## src/rtl/blast_core.sv

```systemverilog
// rtl/blast_core.sv - accumulator core with fetch/decode/execute FSM and single-port program memory
module blast_core #(
  parameter int DATA_BITS    = 8,
  parameter int ADDRESS_BITS = 5
) (
  input  logic                    clk,
  input  logic                    reset,
  input  logic                    enable,
  input  logic                    prog_we,
  input  logic [ADDRESS_BITS-1:0] prog_addr,
  input  logic [DATA_BITS-1:0]    prog_data,
  output logic [DATA_BITS-1:0]    acc_out,
  output logic [ADDRESS_BITS-1:0] pc_out,
  output logic [1:0]              state_out,
  output logic                    halted,
  output logic                    zero,
  output logic                    carry
);

  // IR keeps only the opcode and operand fields; the bits between them are don't-care
  localparam int IR_BITS = ADDRESS_BITS + 3;
  localparam int DEPTH   = 2 ** ADDRESS_BITS;

  typedef enum logic [1:0] {
    S_FETCH   = 2'b00,
    S_DECODE  = 2'b01,
    S_EXECUTE = 2'b10,
    S_HALT    = 2'b11
  } state_t;

  localparam logic [2:0] OP_NOP = 3'b000;
  localparam logic [2:0] OP_LDA = 3'b001;
  localparam logic [2:0] OP_STA = 3'b010;
  localparam logic [2:0] OP_ADD = 3'b011;
  localparam logic [2:0] OP_SUB = 3'b100;
  localparam logic [2:0] OP_JMP = 3'b101;
  localparam logic [2:0] OP_JZ  = 3'b110;

  localparam logic [ADDRESS_BITS-1:0] PC_ONE = {{(ADDRESS_BITS-1){1'b0}}, 1'b1};

  logic [DATA_BITS-1:0]    mem [DEPTH];

  state_t                  state_q, state_d;
  logic [ADDRESS_BITS-1:0] pc_q, pc_d;
  logic [IR_BITS-1:0]      ir_q, ir_d;
  logic [DATA_BITS-1:0]    mdr_q, mdr_d;
  logic [DATA_BITS-1:0]    acc_q, acc_d;
  logic                    zero_q, zero_d;
  logic                    carry_q, carry_d;

  logic [2:0]              opcode;
  logic [ADDRESS_BITS-1:0] operand;
  logic                    prog_wr;
  logic                    core_wr;
  logic                    mem_we;
  logic [ADDRESS_BITS-1:0] mem_addr;
  logic [DATA_BITS-1:0]    mem_wdata;
  logic [DATA_BITS-1:0]    mem_rdata;
  logic [DATA_BITS:0]      sum;
  logic [DATA_BITS:0]      diff;

  assign opcode  = ir_q[IR_BITS-1 -: 3];
  assign operand = ir_q[ADDRESS_BITS-1:0];

  // Loader owns the single memory port whenever the core is stalled or halted
  assign prog_wr   = prog_we && (!enable || state_q == S_HALT);
  assign core_wr   = enable && state_q == S_EXECUTE && opcode == OP_STA;
  // A store caught by reset is abandoned, so the core write is gated by reset itself
  assign mem_we    = prog_wr || (core_wr && reset);
  assign mem_addr  = prog_wr ? prog_addr : ((state_q == S_FETCH) ? pc_q : operand);
  assign mem_wdata = prog_wr ? prog_data : acc_q;
  assign mem_rdata = mem[mem_addr];

  assign sum  = {1'b0, acc_q} + {1'b0, mdr_q};
  assign diff = {1'b0, acc_q} - {1'b0, mdr_q};

  // Next-state and datapath update for one enabled cycle
  always_comb begin
    state_d = state_q;
    pc_d    = pc_q;
    ir_d    = ir_q;
    mdr_d   = mdr_q;
    acc_d   = acc_q;
    zero_d  = zero_q;
    carry_d = carry_q;
    if (enable) begin
      case (state_q)
        S_FETCH: begin
          ir_d    = {mem_rdata[DATA_BITS-1 -: 3], mem_rdata[ADDRESS_BITS-1:0]};
          pc_d    = pc_q + PC_ONE;
          state_d = S_DECODE;
        end
        S_DECODE: begin
          mdr_d   = mem_rdata;
          state_d = S_EXECUTE;
        end
        S_EXECUTE: begin
          state_d = S_FETCH;
          case (opcode)
            OP_NOP, OP_STA: ;
            OP_LDA: begin
              acc_d  = mdr_q;
              zero_d = (mdr_q == '0);
            end
            OP_ADD: begin
              {carry_d, acc_d} = sum;
              zero_d           = (sum[DATA_BITS-1:0] == '0);
            end
            OP_SUB: begin
              acc_d   = diff[DATA_BITS-1:0];
              carry_d = diff[DATA_BITS];
              zero_d  = (diff[DATA_BITS-1:0] == '0);
            end
            OP_JMP: pc_d = operand;
            OP_JZ:  if (zero_q) pc_d = operand;
            default: state_d = S_HALT;
          endcase
        end
        default: state_d = S_HALT;
      endcase
    end
  end

  // Architectural registers; reset forces them immediately
  always_ff @(posedge clk or negedge reset) begin
    if (!reset) begin
      state_q <= S_FETCH;
      pc_q    <= '0;
      ir_q    <= '0;
      mdr_q   <= '0;
      acc_q   <= '0;
      zero_q  <= 1'b0;
      carry_q <= 1'b0;
    end else begin
      state_q <= state_d;
      pc_q    <= pc_d;
      ir_q    <= ir_d;
      mdr_q   <= mdr_d;
      acc_q   <= acc_d;
      zero_q  <= zero_d;
      carry_q <= carry_d;
    end
  end

  // Memory write port; contents survive reset
  always_ff @(posedge clk) begin
    if (mem_we) mem[mem_addr] <= mem_wdata;
  end

  assign acc_out   = acc_q;
  assign pc_out    = pc_q;
  assign state_out = state_q;
  assign halted    = (state_q == S_HALT);
  assign zero      = zero_q;
  assign carry     = carry_q;

endmodule

```

## config.mk

```make
export PLATFORM = sky130hd
export DESIGN_NAME = blast_core
export DESIGN_NICKNAME = d
export VERILOG_FILES = /design/src/rtl/blast_core.sv
export SDC_FILE = /design/constraint.sdc
export NUM_CORES = 1
export LEC_CHECK = 0
export BUFFER_PORTS_ARGS = -buffer_cell sky130_fd_sc_hd__buf_2
export CAP_MARGIN = 25
export CORE_UTILIZATION = 35
export CTS_BUF_LIST = sky130_fd_sc_hd__clkbuf_8
export DETAILED_ROUTE_END_ITERATION = 7
export SKIP_CTS_REPAIR_TIMING = 1
export SYNTH_ARGS = -nofsm -noshare
export SYNTH_HDL_FRONTEND = slang
export SYNTH_SLANG_ARGS = --single-unit
export TNS_END_PERCENT = 30
```

## constraint.sdc

```tcl
create_clock -name clk -period 2.9 [get_ports clk]
set_input_delay 0.58 -clock clk [delete_from_list [all_inputs] [get_ports clk]]
set_output_delay 0.58 -clock clk [all_outputs]
set_load 0.02 [all_outputs]
```

==> results of run 1 <==
layout by cell type, fill, tap and decap left out, types with 6 or more instances in the layout:
master,synthesis,layout
mux2_2,27,21
a22o_1,9,9
nor3_1,11,10
a32o_1,6,6
inv_1,18,33
edfxtp_1,256,256
and3_1,18,15
nor2b_1,6,6
a221oi_1,23,21
o221ai_1,11,7
a222oi_1,6,6
nor2_1,75,71
a21oi_1,48,46
buf_2,13,35
mux2i_1,12,11
and2_1,8,6
buf_6,11,10
nand2_1,56,55
xnor2_1,11,11
dfrtp_1,33,31
o21ai_0,12,10
clkinv_1,0,10
buf_12,0,18
mux2_4,3,9
ha_1,18,18
nand2b_1,15,14
buf_4,8,166
nand3_1,23,23
nand4b_1,8,8
clkbuf_8,0,49
a22oi_1,38,34
state kept, by name, indices dropped and copies added, names as in the netlist:
name       count
acc_out        8
carry          1
ir_q           8
mdr_q          8
mem          256
pc_out         5
state_out      2
zero           1
worst paths after layout:
check | startpoint | endpoint | slack (ns)
setup / recovery | state_out[0]$_DFFE_PN0P_ | mdr_q[7]$_DFFE_PN0P_ | -0.15
hold / removal | reset | pc_out[2]$_DFFE_PN0P_ | 0.09
setup reg to reg | state_out[0]$_DFFE_PN0P_ | mdr_q[7]$_DFFE_PN0P_ | -0.15
hold reg to reg | carry$_DFFE_PN0P_ | carry$_DFFE_PN0P_ | 0.53
max in group asynchronous | reset | state_out[1]$_DFFE_PN0P_ | 2.46
min in group clk | enable | state_out[1]$_DFFE_PN0P_ | 0.45
layout make-up:
type                            instances  area (µm²)  share of cell area, %
Clock buffer                           49         674                   4.12
Timing Repair Buffer                  229        1890                   11.6
Clock inverter                         34         189                   1.15
Multi-Input combinational cell        566        4430                   27.1
Inverter                               18        67.6                  0.413
Sequential cell                       289        8520                   52.0
Tap cell                              468         586                   3.58
power groups by stage:
stage          Sequential, mW  Clock [mW]  Combinational (mW)
4_1_cts                  5.77        3.37                7.67
2_1_floorplan            5.88           0                4.36
6_report                 5.78        3.29                8.37
5_1_grt                  5.83        3.54                8.96
3_5_place_dp             5.85           0                7.61
3_3_place_gp             5.84           0                7.54
kinds of logic (layout without fill, tap and decap cells):
logic type / after synthesis / after routing / synth area share [%]
AOI/OAI and AO/OA: 239 / 239 / 15.1
buffers and inverters: 70 / 330 / 3.01
adders and majority gates: 20 / 20 / 2.04
and+or+nand+nor: 252 / 252 / 9.82
muxes: 43 / 43 / 3.78
xor gates and xnor gates: 12 / 12 / 0.808
DFF: 289 / 289 / 65.4
routing by layer:
| metal | global-route usage, % | up-vias | part of all wire [%] |
|---|---|---|---|
| li1 | - | 4131 | - |
| met1 | 25.9 | 4513 | 44 |
| met2 | 29.4 | 297 | 47 |
| met3 | 3.12 | 64 | 6.1 |
| met4 | 7.38 | 0 | 2.7 |
| met5 | 0 | - | 0 |
through the flow:
step / TNS [ns] / setup slack (ns) / cell area [µm²] / hold slack, ns / std cells
final: -1.16 / -0.148 / 16400 / 0.0866 / 1653
after global routing: -2.47 / -0.224 / 16400 / 0.111 / 1653
after CTS: -7.05 / -0.248 / 15900 / 0.0841 / 1642
after detailed placement: -18.45 / -0.375 / 15000 / 0.525 / 1559
after global placement: -20.26 / -0.405 / 15000 / 0.522 / 1559
after floorplan: -20.99 / -0.168 / 13000 / 0.284 / 925
worst register-to-register path, stage by stage (launching register included):
cell and delay (ns):
dfrtp_2 0.44, buf_4 0.20, a21o_1 0.16, a2111o_1 0.47
buf_4 0.20, and2_2 0.21, buf_4 0.17, mux2i_1 0.15
o221ai_1 0.13, o21ai_1 0.19, nand4_1 0.26, mux2_2 0.35
==> metrics.cfg, run 1 <==
[status]
status = finished, violations left
violations = negative setup slack

[die]
die_area_um2 = 38000
io_pins = 35
design.core.area_um2 = 36600
die_h_um = 195
die-width_um = 195
floorplan.initialDensity_pct = 35.6
num_rows = 70

[synth]
synthCells = 925
synth_seq_cells = 289
ys.flop_type = edfxtp_1
synthDistinctLibCells = 84
synth.most_common_cell = edfxtp_1
synth_area_um2 = 13000
synth_warnings = 0
async_flop_share_pct = 11.4
post-synth-top-area-cell = edfxtp_1
synth_seq_area_share_pct = 65.4
syn_avg_cell_area_um2 = 14.1
synth_fp_nets = 962
synth_area_leaders = edfxtp_1 (59%), dfrtp_1 (6.3%), mux2_2 (2.3%), a22oi_1 (2.2%), nor2_1 (2.2%)
synth_top_area_share_pct = 59.1
synthTopCellsByCount = edfxtp_1 (256), nor2_1 (75), nand2_1 (56), a21oi_1 (48), a22oi_1 (38)
synth-edff-count = 256

[setup_path]
critical_path_depth = 11
timing_worst_setup_path_type = reg -> reg
cp.required_ns = 3.35
start_kind = flip-flop
arrival_ns = 3.50
path_cells = buf_4 -> a21o_1 -> a2111o_1 -> buf_4 -> and2_2 -> buf_4 -> mux2i_1 -> o221ai_1 -> o21ai_1 -> nand4_1 -> mux2_2
critPathTopFamily = compound AO/OA/AOI/OAI gates
crit_buf_inv = 3
crit_slowest_cell = a2111o_1
critical_path.max_stage_delay_ns = 0.47
critPathMaxFanout = 13
cp-end-kind = flip-flop
crit_top_cell = buf_4
ff2ff_path_depth = 11

[clock_tree]
cts_tree = built
clock_latency_ns = 0.59
clockBufferDepth = 3
cts_root_buf = clkbuf_8
cts.clk_slew.worst_paths_ns = 0.06
numCtsBuffers = 49
h-tree-depth = 2
cts.sinks = 289

[power]
power_mw = 17.4
powerDensity_nw_per_um2 = 1070
seqPwrFrac_pct = 33.2
p_sw_share_pct = 38.6
p_leak_nw = 5.93
p_int_mw = 10.7
switchingPower_mw = 6.73
p_clk_share_pct = 18.9
p_comb_share_pct = 48.0
peakVddDrop_mv = 0.415

[timing]
fmax_mhz = 328
max-slew-margin-rel_pct = 50.6
finalCritPeriodShare_pct = 105
finalCriticalPeriod_ns = 3.05
tightest_slew_ns = 0.739
finClkSkew_ns = 0.0222
hold_viol = 0
setup_violations = 14
fin_ws_ns = -0.148
maxSlewViolCount = 0
rsz0062_at_grt = yes

[cells_and_area]
final_util_pct = 44.7
syn_to_final_growth_pct = 25.7
nets = 1190
diodes = 0
final_layout_size_suffix_gt1_share_pct = 32.9
nFillCells = 3293

[global_routing]
grt_overflow_total = 0
grt_pass1_vias = 8973
antenna_found_initial = 1
grt_pass1_wl_mm = 53.4
gr-usage-all-layers_pct = 18.7
grt_start_max_net_pins = 34

[routing]
wirelength_mm = 35.8
drt_pass1_iterations = 6
drcViolationCount = 0
ant_nets = 0
drt_iter0_drc = 680
route.vias.total = 9005
viasPerCell = 5.45
wire_per_inst_um = 21.7

[placed_design]
io_buffers = 34
dp_hpwl_mm = 24.2
place_congestion = 0.893

[job]
max-cap-violations = 0

[worst_hold_path]
min_path_type = in -> async

(Power assumes the default switching activity.)
==> run 2: changes to the inputs <==
--- a/config.mk
+++ b/config.mk
@@ -5,6 +5,7 @@
 export SDC_FILE = /design/constraint.sdc
 export NUM_CORES = 1
 export LEC_CHECK = 0
+export ABC_AREA = 1
 export BUFFER_PORTS_ARGS = -buffer_cell sky130_fd_sc_hd__buf_2
 export CAP_MARGIN = 25
 export CORE_UTILIZATION = 35
==> metrics.cfg, run 2 <==
[timing]
finalCriticalPeriod_ns = 2.71  ; -0.340 ns
hold_slack_ns = 0.0579  ; -0.0287 ns
tightest_slew_ns = 0.897  ; +0.158 ns
max-slew-margin-rel_pct = 40.2  ; -10 points
setup_violations = 0  ; -14
fmax_mhz = 369  ; +13%
rsz0062_at_grt = yes
hold_viol = 0  ; unchanged
maxSlewViolCount = 0  ; unchanged
finClkSkew_ns = 0.0417  ; +0.0195 ns
finalCritPeriodShare_pct = 93.4  ; -12 points
setup_tns_ns = 0  ; +1.16 ns

[synth]
synth_fp_nets = 1464  ; +52%
syn_avg_cell_area_um2 = 9.47  ; -33%
synth_area_um2 = 13500  ; +3.8%
synthDistinctLibCells = 37  ; -56%
async_flop_share_pct = 11.4  ; unchanged
synth-edff-count = 256  ; unchanged
ys.flop_type = edfxtp_1
synthCells = 1427  ; +54%
post-synth-top-area-cell = edfxtp_1
synthTopCellsByCount = nand2_1 (659), edfxtp_1 (256), nand3_1 (154), nor2_1 (72), inv_1 (58)
synth_warnings = 0  ; unchanged
synth_seq_area_share_pct = 63.0  ; -2.4 points
synth_top_area_share_pct = 56.9  ; -2.2 points
synth_area_leaders = edfxtp_1 (57%), nand2_1 (18%), dfrtp_1 (6.1%), nand3_1 (5.7%), nor2_1 (2.0%)
synth_seq_cells = 289  ; unchanged
synth.most_common_cell = nand2_1

[setup_path]
cp-end-kind = flip-flop
critPathCapture = mem[30][3]$_DFFE_PP_
startpoint = state_out[0]$_DFFE_PN0P_
critPathMaxFanout = 27  ; +14
timing_worst_setup_path_type = reg -> reg
reg2reg_from = state_out[0]$_DFFE_PN0P_
start_kind = flip-flop
rr_endpoint = mem[30][3]$_DFFE_PP_
ff2ff_path_depth = 11  ; unchanged
cp.required_ns = 3.17  ; -0.18 ns
reg2reg_slack_ns = 0.19  ; +0.34 ns
arrival_ns = 2.97  ; -0.53 ns

[clock_tree]
numCtsBuffers = 49  ; unchanged
cts.sinks = 289  ; unchanged
clockBufferDepth = 3  ; unchanged
cts_root_buf = clkbuf_8
clock_latency_ns = 0.59  ; about the same
cts.clk_slew.worst_paths_ns = 0.07  ; about the same
cts_tree = built
h-tree-depth = 2  ; unchanged

[die]
die_h_um = 198  ; +1.9%
io_pins = 35  ; unchanged
num_rows = 71  ; +1.4%
die-width_um = 198  ; +1.9%
die_area_um2 = 39400  ; +3.8%
design.core.area_um2 = 37800  ; +3.4%
floorplan.initialDensity_pct = 35.7  ; +0.14 points

[job]
max-cap-violations = 0  ; unchanged

[cells_and_area]
largest_reg_flops = 256  ; unchanged
final_layout_size_suffix_gt1_share_pct = 12.6  ; -20 points
layout.cells.non_filler = 2071  ; +25%
nets = 1558  ; +31%
diodes = 0  ; unchanged
final_common_cell = nand2_1
final_util_pct = 41.7  ; -2.9 points
layout_common_cells = nand2_1 (658), edfxtp_1 (256), nand3_1 (153), nor2_1 (72), inv_1 (69)
syn_to_final_growth_pct = 16.9
largest-register = mem

[placed_design]
numPlacedInstances = 1979  ; +27%
dp_hpwl_mm = 22.9  ; -5.6%
io_buffers = 34  ; unchanged
place_congestion = 0.868  ; -2.7%

[power]
p_sw_share_pct = 24.4  ; -14 points
seqPwrFrac_pct = 50.8  ; +18 points
powerDensity_nw_per_um2 = 574  ; -46%
switchingPower_mw = 2.21  ; -67%
p_comb_share_pct = 8.1  ; -40 points
p_clk_share_pct = 41.0  ; +22 points
p_int_mw = 6.86  ; -36%
peakVddDrop_mv = 0.318  ; -23%
power_mw = 9.07  ; -48%
p_leak_nw = 6.79  ; +15%

[routing]
drcViolationCount = 0  ; unchanged
drt_iter0_drc = 875  ; +29%
viasPerCell = 4.93  ; -9.4%
drt_pass1_iterations = 5  ; -1
route.vias.total = 10200  ; +13%
wirelength_mm = 36.6  ; +2.1%
ant_nets = 0  ; unchanged
wire_per_inst_um = 17.7  ; -19%

[global_routing]
grt_pass1_wl_mm = 57.2  ; +7.1%
antenna_found_initial = 0  ; -1
grt_overflow_total = 0  ; unchanged
grt_pass1_vias = 10000  ; +12%
grt_start_max_net_pins = 97  ; +190%
gr-usage-all-layers_pct = 19.0  ; +0.24 points

[worst_hold_path]
min_path_type = in -> async

[status]
status = complete, no violations

==> run 2: cell types whose count changed after synthesis, moves of 23 or more <==
cell      delta
inv_1       +40
mux2_2      -23
nand2_1    +603
nand3_1    +131
a22oi_1     -34
a221oi_1    -23
a21oi_1     -24
==> run 2: cell type report <==
| type | instances | area (µm²) |
|---|---|---|
| flip-flops and latches | 289 | 8510 |
| well taps | 511 | 639 |
| inverters | 61 | 229 |
| fillers | 3739 | 22000 |
| repair buffers | 103 | 832 |
| clock inverters | 37 | 272 |
| clock buffers | 53 | 729 |
| multi-input cells | 1017 | 4580 |
==> run 2: worst min-delay path by stage <==
stage	start	endpoint	slack, ns	depth (start not counted)
2_1_floorplan	reset	acc_out[0]$_DFFE_PN0P_	0.28	0
3_3_place_gp	ir_q[2]$_DFFE_PN0P_	ir_q[2]$_DFFE_PN0P_	0.47	2
3_5_place_dp	ir_q[2]$_DFFE_PN0P_	ir_q[2]$_DFFE_PN0P_	0.48	2
4_1_cts	reset	state_out[0]$_DFFE_PN0P_	0.03	2
5_1_grt	reset	state_out[0]$_DFFE_PN0P_	0.07	2
6_report	reset	state_out[0]$_DFFE_PN0P_	0.06	2
==> run 2: kinds of logic after synthesis <==
| logic type | Yosys count | synth area share [%] |
|---|---|---|
| muxes | 4 | 0.333 |
| adders and majority gates | 20 | 1.96 |
| AOI/OAI and AO/OA | 71 | 3.01 |
| DFF | 289 | 63.0 |
| buffers and inverters | 121 | 3.74 |
| and+or+nand+nor | 913 | 27.3 |
| xor gates and xnor gates | 9 | 0.584 |
==> run 2: power by group through the flow <==
stage | Combinational, mW | Clock [mW] | Sequential, mW
2_1_floorplan | 0.414 | 0 | 4.70
3_3_place_gp | 0.707 | 0 | 4.70
4_1_cts | 0.726 | 3.81 | 4.61
3_5_place_dp | 0.721 | 0 | 4.70
5_1_grt | 0.811 | 3.97 | 4.61
6_report | 0.736 | 3.72 | 4.61
==> run 2: critical path, stage by stage (launching register included) <==
cell and delay (ns):
dfrtp_1 0.46, nand2_1 0.12, nand2_1 0.12, nand2_1 0.21, buf_12 0.24, nor2_1 0.06
a21oi_1 0.23, nand2_1 0.14, nor2_2 0.33, inv_1 0.15, nor2_1 0.12, buf_4 0.20
==> run 2: layer usage <==
layer	global-route usage [%]	routed length, µm
met5	0	0
met4	5.93	851
met3	2.76	2260
met2	31.4	17200
met1	25.7	16200
==> run 2: per-stage QoR <==
stage          setup WS [ns]  area [µm²]
3_5_place_dp           0.119       14700
6_report               0.193       15800
2_1_floorplan          0.217       13500
5_1_grt             -0.00282       15800
4_1_cts                0.208       15700
3_3_place_gp           0.126       14700
